<file path="config.mk">
export PLATFORM = sky130hd
export DESIGN_NAME = mopshub_bus_power_seq
export DESIGN_NICKNAME = d
export VERILOG_FILES = /design/src/rtl/mopshub_pkg.sv /design/src/rtl/mopshub_cycle_timer.sv /design/src/rtl/mopshub_bus_power_seq.sv
export SDC_FILE = /design/constraint.sdc
export NUM_CORES = 1
export LEC_CHECK = 0
export ABC_AREA = 1
export BUFFER_PORTS_ARGS = -buffer_cell sky130_fd_sc_hd__buf_2
export CAP_MARGIN = 25
export CORE_MARGIN = 4
export CORE_UTILIZATION = 60
export DETAILED_ROUTE_END_ITERATION = 8
export PLACE_DENSITY = 0.85
export RECOVER_POWER = 100
export SLEW_MARGIN = 20
export SYNTH_ARGS = -nofsm -noshare
export SYNTH_HDL_FRONTEND = slang
export SYNTH_SLANG_ARGS = --single-unit
</file>
<file path="constraint.sdc">
create_clock -name clk_40_m -period 2.8 [get_ports clk_40_m]
set_input_delay 0.14 -clock clk_40_m [delete_from_list [all_inputs] [get_ports clk_40_m]]
set_output_delay 0.14 -clock clk_40_m [all_outputs]
set_load 0.01 [all_outputs]
</file>
<file path="src/rtl/mopshub_pkg.sv">
// Shared MOPSHUB types and constants for the bus power-up sequencer.
package mopshub_pkg;

    localparam int unsigned BUS_IDX_W = 5;
    localparam int unsigned N_BUS_MAX = 32;

    typedef enum logic [2:0] {
        IDLE      = 3'd0,
        SETTLE    = 3'd1,
        TRIM_WAIT = 3'd2,
        NEXT      = 3'd3,
        DONE      = 3'd4
    } pwr_seq_state_t;

endpackage

</file>
<file path="src/rtl/mopshub_cycle_timer.sv">
// Clearable up-counter with a terminal-count compare against a run-time limit.
module mopshub_cycle_timer #(
    parameter int unsigned WIDTH = 12
) (
    input  logic             clk_40_m,
    input  logic             rst,
    input  logic             i_clr,
    input  logic             i_inc,
    input  logic [WIDTH-1:0] i_term,
    output logic             o_tc_c
);

    logic [WIDTH-1:0] r_count;

    // Count up while enabled; clear has priority over increment.
    always_ff @(posedge clk_40_m) begin
        if (!rst) begin
            r_count <= '0;
        end else if (i_clr) begin
            r_count <= '0;
        end else if (i_inc) begin
            r_count <= r_count + WIDTH'(1);
        end
    end

    // Terminal count reached for the currently selected limit.
    assign o_tc_c = (r_count == i_term);

endmodule

</file>
<file path="src/rtl/mopshub_bus_power_seq.sv">
// Walks bus indices 0..n_buses: power enable, settle, optional oscillator trim.
module mopshub_bus_power_seq
    import mopshub_pkg::*;
#(
    parameter int unsigned SETTLE_CYCLES = 400,
    parameter int unsigned TRIM_TIMEOUT  = 4000
) (
    input  logic                 clk_40_m,
    input  logic                 rst,
    input  logic                 start_power_init,
    input  logic [BUS_IDX_W-1:0] n_buses,
    input  logic                 osc_auto_trim,
    input  logic                 trim_done,
    output logic                 power_bus_en,
    output logic [BUS_IDX_W-1:0] power_bus_cnt,
    output logic [N_BUS_MAX-1:0] power_on,
    output logic                 start_trim,
    output logic                 end_trim_bus,
    output logic                 end_power_init,
    output logic [N_BUS_MAX-1:0] trim_fail_mask,
    output logic                 busy
);

    localparam int unsigned TIMER_MAX = (SETTLE_CYCLES > TRIM_TIMEOUT) ? SETTLE_CYCLES : TRIM_TIMEOUT;
    localparam int unsigned TIMER_W   = $clog2(TIMER_MAX + 1);
    localparam logic [TIMER_W-1:0] SETTLE_TERM = TIMER_W'(SETTLE_CYCLES - 1);
    localparam logic [TIMER_W-1:0] TRIM_TERM   = TIMER_W'(TRIM_TIMEOUT - 1);

    pwr_seq_state_t       r_state;
    pwr_seq_state_t       w_state_nxt;
    logic [BUS_IDX_W-1:0] r_n_buses;
    logic                 r_trim_en;

    logic                 w_tmr_clr;
    logic                 w_tmr_inc;
    logic [TIMER_W-1:0]   w_tmr_term;
    logic                 w_tmr_tc;

    logic [BUS_IDX_W-1:0] w_n_buses_nxt;
    logic                 w_trim_en_nxt;
    logic                 w_en_nxt;
    logic [BUS_IDX_W-1:0] w_cnt_nxt;
    logic [BUS_IDX_W-1:0] w_cnt_inc;
    logic [N_BUS_MAX-1:0] w_on_nxt;
    logic                 w_start_trim_nxt;
    logic                 w_end_trim_nxt;
    logic                 w_end_init_nxt;
    logic [N_BUS_MAX-1:0] w_fail_nxt;
    logic                 w_busy_nxt;

    // The settle and trim windows share one timer; the limit follows the state.
    assign w_tmr_term = (r_state == TRIM_WAIT) ? TRIM_TERM : SETTLE_TERM;
    assign w_cnt_inc  = power_bus_cnt + BUS_IDX_W'(1);

    mopshub_cycle_timer #(
        .WIDTH (TIMER_W)
    ) u_timer (
        .clk_40_m (clk_40_m),
        .rst      (rst),
        .i_clr    (w_tmr_clr),
        .i_inc    (w_tmr_inc),
        .i_term   (w_tmr_term),
        .o_tc_c   (w_tmr_tc)
    );

    // State register plus registered status outputs.
    always_ff @(posedge clk_40_m) begin
        if (!rst) begin
            r_state        <= IDLE;
            r_n_buses      <= '0;
            r_trim_en      <= 1'b0;
            power_bus_en   <= 1'b0;
            power_bus_cnt  <= '0;
            power_on       <= '0;
            start_trim     <= 1'b0;
            end_trim_bus   <= 1'b0;
            end_power_init <= 1'b0;
            trim_fail_mask <= '0;
            busy           <= 1'b0;
        end else begin
            r_state        <= w_state_nxt;
            r_n_buses      <= w_n_buses_nxt;
            r_trim_en      <= w_trim_en_nxt;
            power_bus_en   <= w_en_nxt;
            power_bus_cnt  <= w_cnt_nxt;
            power_on       <= w_on_nxt;
            start_trim     <= w_start_trim_nxt;
            end_trim_bus   <= w_end_trim_nxt;
            end_power_init <= w_end_init_nxt;
            trim_fail_mask <= w_fail_nxt;
            busy           <= w_busy_nxt;
        end
    end

    // Next-state and next-output decode; pulses default low, status holds.
    always_comb begin
        w_state_nxt      = r_state;
        w_n_buses_nxt    = r_n_buses;
        w_trim_en_nxt    = r_trim_en;
        w_en_nxt         = power_bus_en;
        w_cnt_nxt        = power_bus_cnt;
        w_on_nxt         = power_on;
        w_fail_nxt       = trim_fail_mask;
        w_busy_nxt       = busy;
        w_start_trim_nxt = 1'b0;
        w_end_trim_nxt   = 1'b0;
        w_end_init_nxt   = 1'b0;
        w_tmr_clr        = 1'b1;
        w_tmr_inc        = 1'b0;

        case (r_state)
            IDLE: begin
                if (start_power_init) begin
                    w_n_buses_nxt = n_buses;
                    w_trim_en_nxt = osc_auto_trim;
                    w_cnt_nxt     = '0;
                    w_on_nxt      = N_BUS_MAX'(1);
                    w_fail_nxt    = '0;
                    w_en_nxt      = 1'b1;
                    w_busy_nxt    = 1'b1;
                    w_state_nxt   = SETTLE;
                end
            end
            SETTLE: begin
                if (w_tmr_tc) begin
                    if (r_trim_en) begin
                        w_start_trim_nxt = 1'b1;
                        w_state_nxt      = TRIM_WAIT;
                    end else begin
                        w_en_nxt       = 1'b0;
                        w_end_trim_nxt = 1'b1;
                        w_state_nxt    = NEXT;
                    end
                end else begin
                    w_tmr_clr = 1'b0;
                    w_tmr_inc = 1'b1;
                end
            end
            TRIM_WAIT: begin
                // An ack in the timeout cycle still counts as success.
                if (trim_done) begin
                    w_en_nxt       = 1'b0;
                    w_end_trim_nxt = 1'b1;
                    w_state_nxt    = NEXT;
                end else if (w_tmr_tc) begin
                    w_fail_nxt     = trim_fail_mask | (N_BUS_MAX'(1) << power_bus_cnt);
                    w_en_nxt       = 1'b0;
                    w_end_trim_nxt = 1'b1;
                    w_state_nxt    = NEXT;
                end else begin
                    w_tmr_clr = 1'b0;
                    w_tmr_inc = 1'b1;
                end
            end
            NEXT: begin
                if (power_bus_cnt == r_n_buses) begin
                    w_end_init_nxt = 1'b1;
                    w_state_nxt    = DONE;
                end else begin
                    w_cnt_nxt   = w_cnt_inc;
                    w_on_nxt    = power_on | (N_BUS_MAX'(1) << w_cnt_inc);
                    w_en_nxt    = 1'b1;
                    w_state_nxt = SETTLE;
                end
            end
            DONE: begin
                w_busy_nxt  = 1'b0;
                w_state_nxt = IDLE;
            end
            default: begin
                w_state_nxt = IDLE;
            end
        endcase
    end

endmodule
</file>
==> results by group, run 1 <==
Logic synthesis
  – Synth area leaders: dfxtp_1 (42%), a21oi_1 (8.3%), inv_1 (8.0%)
  – Yosys reg bits: 95
  – Most frequent cells after synthesis: inv_1 (96), dfxtp_1 (95), nand2_1 (88)
  – Synth Flop Type: dfxtp_1
  – Cell area after synthesis: 4520 um2
  – Cells after Synth: 616
  – Post-Syn Nets: 634
  – Synth async-reset ratio: 0
  – Post-Syn Area per Cell: 7.34 um2
  – Cell with the most instances after synthesis: inv_1
  – Number of synthesized flops with an enable pin: 0
  – Syn. warnings: 0
  – Post-synth top area cell: dfxtp_1
  – Sequential share of the synthesized area: 0.421
  – Unique masters post-synth: 35
  – Top-area cell type share of the netlist area: 0.421

Power and ir drop
  – Total power draw: 0.00312 W
  – Pwr per Cell Area: 637 nW/um2
  – VDD IR max: 0.000525 V
  – Pleak: 1.76 nW

Route
  – WL final: 10.0 mm
  – Drt initial violations: 196
  – Via density: 5.23
  – Routed Antenna Nets: 0
  – Detailed-router iteration count before antenna repair: 5
  – DR DRC count: 0
  – Via count: 4119
  – WL/cell: 12.7 um

Timing
  – Setup TNS: 0 ns
  – Max-slew headroom: 0.565
  – Minimum clock period: 2.25 ns
  – Fmax: 445 MHz
  – Hold violation count in the final report: 0
  – Slew @ Worst Pin: 0.651 ns
  – Final WS setup: 0.552 ns
  – Skew final: 0.0180 ns
  – Worst hold slack: 0.0285 ns
  – Setup-failing EPs final: 0
  – Max-slew violation count: 0
  – Unrepaired setup endpoints after global routing: false
  – Fin crit share: 0.803

Clock network
  – Total setup buffers inserted after CTS: 0
  – Clock Path Buffers: 2
  – CTS tree: yes
  – CTS H-tree depth: 3
  – Num CTS Buffers: 9
  – Later-pin clock latency in the skew report: 0.36 ns
  – Clock transition at the registers of the reported paths: 0.08 ns
  – Clock root buffer: clkbuf_8
  – CTS sink cnt: 95

Setup path
  – Max incr delay on CP: 0.49 ns
  – FF-to-FF Start: r_state[2]
  – Critical Path End Type: flop
  – Most used cell, CP: nor2_1
  – Worst R2R Setup Slack: 0.55 ns
  – Critical path cell sequence: nor2_1 > nand2_4 > o21bai_1 > nand3_1 > nand2_1 > inv_4 > and3_1 > nor2_1
  – Worst Path Arrival: 2.54 ns
  – Worst Reg2Reg Path Length in Cells: 8
  – CP required: 3.09 ns
  – Critical path type: flop to flop
  – Crit-path max FO: 15
  – RR Endpoint: u_timer.r_count[2]
  – CP max stage cell: nand2_1
  – Worst setup SP type: flop

Placed design
  – Post-detail-place hpwl: 7.32 mm
  – Final GP Congestion: 0.894
  – PortBufs: 83
  – Pre-CTS WS: 0.751 ns

Outcome
  – Status: finished, final reports clean

Cells and area
  – Antenna Cells: 0
  – Share of cells above drive strength 1: 0.0727
  – Nets: 701
  – Filler cell count: 682
  – Layout Utilization: 0.672
  – Synthesis-to-layout area growth: 8.42%

Floorplan
  – Initial Util: 0.620
  – DIE HEIGHT: 94.8 um
  – Total Die Area: 8990 um2
  – Top-Level Pins: 84
  – Die Wd: 94.8 um
  – Core Area: 7290 um2
  – Row count: 31

GRT
  – First-pass GRT wire length: 16.4 mm
  – Initial antenna violation count: 0
  – All-Layer GR Usage: 0.227
  – GR Overflow Total: 0
  – Vias in the first global route: 3578
  – Largest net degree at the start of global routing: 46

Worst hold path
  – Hold/Removal Path Class: input pin to flop
  – Hold path depth: 3
  – Hold Path Origin: n_buses[4]
  – End of the worst hold path: r_n_buses[4]

Flow run
  – Max Cap Viol: 0
-- per-stage QoR --
stage | cells | instance area (um2)
finish | 787 | 4900
global route | 787 | 4900
CTS | 787 | 5060
detailed placement | 770 | 4870
global placement | 770 | 4870
floorplan | 616 | 4520
-- critical path: cells and delay by family, from the launching register on --
| kind | cells | cell delay, ns |
|---|---|---|
| AND/OR/NAND/NOR | 6 | 1.45 |
| flip-flops | 1 | 0.36 |
| AO/OA/AOI/OAI | 1 | 0.21 |
| buffers and inverters | 1 | 0.16 |
-- sequential cells by signal, indices dropped and copies added, names as in the netlist, 3 cells and up --
name,cells
r_n_buses,5
trim_fail_mask,32
power_on,32
u_timer.r_count,12
r_state,3
power_bus_cnt,5
-- layout by cell type, fill, tap and decap left out, types with 10 or more instances in the layout --
master	instances
inv_1	98
dfxtp_1	95
nand2_1	90
nor2_1	87
a21oi_1	82
clkbuf_1	75
nand3_1	54
nand4_1	20
o21ai_0	11
clkbuf_8	10
-- cell type report --
class	count	area [um2]	share of cell area
clock buffers	11	141	0.0289
clock inverters	5	41.3	0.00843
inverters	104	398	0.0812
multi-input cells	387	1930	0.395
flip-flops and latches	95	1900	0.388
well taps	99	124	0.0253
repair buffers	86	360	0.0735
-- power breakdown --
group / total [W] / internal [W] / switching [W]
Combinational: 0.000807 / 0.000190 / 0.000617
Clock: 0.000834 / 0.000354 / 0.000480
Sequential: 0.00148 / 0.00143 / 0.0000532
-- cell families after synthesis --
group | synth area share
buf+inv | 0.135
simple gates | 0.274
fa+ha+maj | 0.0221
compound gates | 0.128
flops | 0.421
xor+xnor | 0.0194
-- per-layer routing --
| layer | wire length [um] | track usage |
|---|---|---|
| met4 | 212 | 0.0938 |
| met1 | 4470 | 0.315 |
| met5 | 0 | 0 |
| met3 | 670 | 0.0390 |
| met2 | 4650 | 0.349 |
-- repair_timing --
item,4_1_cts,5_1_grt
gates resized for setup,0,0
hold endpoints to repair,1,0
endpoints found under the setup margin,0,0
hold buffers,1,0
-- worst max-delay path by stage --
stage | start | to | slack [ns]
after floorplan | power_bus_cnt[2] | power_on[0] | 1.00
after global placement | power_bus_cnt[3] | power_on[24] | 0.83
after detailed placement | power_bus_cnt[3] | power_on[22] | 0.75
after CTS | power_bus_cnt[3] | power_on[31] | 0.73
after global routing | r_state[2] | power_bus_en | 0.30
final | r_state[2] | u_timer.r_count[2] | 0.55
Note: power is estimated with default switching activity, not from simulation.
==> inputs of run 2 (changes only) <==
- ABC_AREA: 1 -> 0
- CORE_UTILIZATION: 60 -> 53
- PLACE_DENSITY: 0.85 -> 0.79
- clock period: 2.8 -> 2.3 ns (I/O delays scaled with it)
==> run 2 against run 1 <==
Clock skew decreased by 0.0060 ns; sequential power increased by 14%; sequential share of layout area increased by 5.8 points; sequential cell count unchanged; utilization decreased by 1.6 points; hold slack improved by 0.073 ns; fmax increased by 10%; first-iteration DRC count decreased by 26%; global-route usage decreased by 1.8 points; critical path depth decreased by 2; register-to-register slack got worse by 0.29 ns; largest cell class is now sequential cells.
==> results by group, run 2 <==
Logic synthesis
  – Synth area leaders: dfxtp_1 (52%), nand2_1 (9.6%), o21ai_0 (7.0%)
  – Cell area after synthesis: 3640 um2 (-19%)
  – Synth async-reset ratio: 0 (unchanged)
  – Post-Syn Nets: 423 (-33%)
  – Number of synthesized flops with an enable pin: 0 (unchanged)
  – Sequential share of the synthesized area: 0.522 (+0.102)
  – Synth Flop Type: dfxtp_1
  – Unique masters post-synth: 50 (+43%)
  – Cell with the most instances after synthesis: dfxtp_1
  – Cells after Synth: 405 (-34%)
  – Yosys reg bits: 95 (unchanged)
  – Most frequent cells after synthesis: dfxtp_1 (95), nand2_1 (93), o21ai_0 (51)
  – Post-synth top area cell: dfxtp_1
  – Top-area cell type share of the netlist area: 0.522 (+0.102)
  – Post-Syn Area per Cell: 8.99 um2 (+23%)
  – Syn. warnings: 0 (unchanged)

Timing
  – Minimum clock period: 2.04 ns (-0.208 ns)
  – Slew @ Worst Pin: 0.543 ns (-0.108 ns)
  – Hold violation count in the final report: 0 (unchanged)
  – Setup-failing EPs final: 0 (unchanged)
  – Skew final: 0.0120 ns (-0.00599 ns)
  – Setup TNS: 0 ns (unchanged)
  – Unrepaired setup endpoints after global routing: false
  – Max-slew violation count: 0 (unchanged)
  – Fmax: 490 MHz (+10%)
  – Max-slew headroom: 0.635 (+0.0693)
  – Fin crit share: 0.887 (+0.0840)
  – Final WS setup: 0.260 ns (-0.292 ns)

Floorplan
  – Core Area: 6490 um2 (-11%)
  – DIE HEIGHT: 90.9 um (-4.1%)
  – Top-Level Pins: 84 (unchanged)
  – Initial Util: 0.561 (-0.0592)
  – Row count: 29 (-6.5%)
  – Total Die Area: 8260 um2 (-8.1%)
  – Die Wd: 90.9 um (-4.1%)

Cells and area
  – Largest regs: power_on: 32 flops, trim_fail_mask: 32 flops, u_timer.r_count: 12 flops
  – Commonest non-fill, non-tap cells in the layout: dfxtp_1 (95), nand2_1 (93), clkbuf_1 (74), o21ai_0 (54), nor2_1 (21)
  – Antenna Cells: 0 (unchanged)
  – Nets: 514 (-27%)
  – Synthesis-to-layout area growth: 17.0%
  – Most common cell after layout, fill and taps aside: dfxtp_1
  – Layout Utilization: 0.656 (-0.0162)
  – Share of cells above drive strength 1: 0.0838 (+0.0112)
  – Filler cell count: 578 (-15%)

Route
  – Routed Antenna Nets: 0 (unchanged)
  – WL/cell: 14.6 um (+15%)
  – WL final: 8.46 mm (-15%)
  – Detailed-router iteration count before antenna repair: 4 (-1)
  – DR DRC count: 0 (unchanged)
  – Drt initial violations: 145 (-26%)
  – Via count: 3099 (-25%)
  – Via density: 5.36 (+2.4%)

Clock network
  – Num CTS Buffers: 9 (unchanged)
  – Later-pin clock latency in the skew report: 0.37 ns (about the same)
  – CTS sink cnt: 95 (unchanged)
  – Clock transition at the registers of the reported paths: 0.09 ns (about the same)
  – Post-cts sizing count: 0 (unchanged)
  – Clock Path Buffers: 2 (unchanged)
  – Hold buffers post-CTS: 6 (+5)
  – Clock root buffer: clkbuf_8
  – CTS H-tree depth: 3 (unchanged)
  – Total setup buffers inserted after CTS: 0 (unchanged)
  – CTS tree: yes

Setup path
  – RR Endpoint: power_on[9]
  – Worst R2R Setup Slack: 0.26 ns (-0.29 ns)
  – CP max stage cell: nand4_1
  – Critical Path End Type: flop
  – Buf+Inv Stages, Crit Path: 1 (unchanged)
  – Critical path cell sequence: clkbuf_1 > xor2_1 > nor3_1 > nand2_1 > nand4_1 > o21ai_0
  – Worst Path Arrival: 2.27 ns (-0.27 ns)
  – Max incr delay on CP: 0.37 ns (-0.12 ns)
  – FF-to-FF Start: power_bus_cnt[0]
  – Critical Path Stages: 6 (-2)
  – Crit-path max FO: 8 (-7)
  – CP top delay family: simple AND/OR/NAND/NOR gates
  – Worst setup SP type: flop
  – Critical path type: flop to flop
  – CP required: 2.53 ns (-0.56 ns)
  – Worst Reg2Reg Path Length in Cells: 6 (-2)
  – CP Launch Point: power_bus_cnt[0]

GRT
  – GR Overflow Total: 0 (unchanged)
  – All-Layer GR Usage: 0.209 (-0.0183)
  – Largest net degree at the start of global routing: 64 (+39%)
  – Initial antenna violation count: 0 (unchanged)
  – First-pass GRT wire length: 14.2 mm (-13%)
  – Vias in the first global route: 2867 (-20%)
  – M1 GR Usage: 0.297 (-0.0176)
  – Met3 Usage GRT: 0.0550 (+0.0160)
  – Met2 usage: 0.311 (-0.0375)
  – Top Usage Layer GRT: met2

Placed design
  – PortBufs: 83 (unchanged)
  – Pre-CTS WS: 0.313 ns (-0.438 ns)
  – Final GP Congestion: 0.776 (-13%)
  – Post-detail-place hpwl: 6.06 mm (-17%)

Power and ir drop
  – VDD IR max: 0.000443 V (-16%)
  – Total power draw: 0.00292 W (-6.5%)
  – Pleak: 1.53 nW (-13%)
  – Pwr per Cell Area: 685 nW/um2 (+7.5%)

Outcome
  – Status: finished, final reports clean

Worst hold path
  – Hold Path Origin: start_power_init
  – Hold/Removal Path Class: input pin to flop
  – Hold path depth: 3 (unchanged)
  – End of the worst hold path: busy

Flow run
  – Max Cap Viol: 0 (unchanged)
## run 2: cell count changes after synthesis, sizes merged, moves of 12 or more
cell   delta
nand4    -12
nand3    -47
inv      -95
nor2     -67
a21oi    -75
o21ai    +44
buf      -16
## run 2: cell type report
cell class / count / area [um2] / area share
flip-flops and latches: 95 / 1900 / 0.447
multi-input cells: 287 / 1620 / 0.379
repair buffers: 94 / 423 / 0.0993
clock buffers: 10 / 138 / 0.0323
well taps: 77 / 96.3 / 0.0226
clock inverters: 6 / 51.3 / 0.0120
inverters: 9 / 33.8 / 0.00793
## run 2: worst min-delay path, cell delays in order
cell      delay [ns]
buf_2           0.12
a21oi_1         0.12
a211oi_1        0.06
## run 2: power by group
part	internal (W)	leakage, nW	switching (W)
registers	0.00167	0.767	0.0000193
logic	0.0000663	0.671	0.000113
clock network	0.000438	0.0875	0.000613
## run 2: how the worst max path moves through the flow
stage	end	slack (ns)
floorplan	power_bus_cnt[3]	0.63
global placement	power_on[8]	0.33
detailed placement	power_on[9]	0.31
CTS	power_on[9]	0.29
global route	trim_fail_mask[5]	0.08
finish	power_on[9]	0.26
## run 2: logic make-up (layout without fill, tap and decap cells)
family | count (synthesis) | count (layout) | share of synthesized area
compound gates | 94 | 94 | 0.158
xor+xnor | 17 | 17 | 0.0409
fa+ha+maj | 8 | 8 | 0.0275
buf+inv | 23 | 119 | 0.0299
flops | 95 | 95 | 0.522
mux | 1 | 1 | 0.00275
simple gates | 167 | 167 | 0.219
## run 2: stage by stage
step	hold slack, ns	cell area [um2]	instances
floorplan	0.251	3640	405
global placement	0.358	4130	556
detailed placement	0.360	4130	556
CTS	0.0922	4380	578
global route	0.117	4260	578
finish	0.102	4260	578
## run 2: per-layer routing
| layer | vias up | share of wire |
|---|---|---|
| met3 | 11 | 0.062 |
| met4 | 0 | 0.013 |
| met5 | - | 0 |
| li1 | 1575 | - |
| met1 | 1426 | 0.48 |
| met2 | 87 | 0.44 |
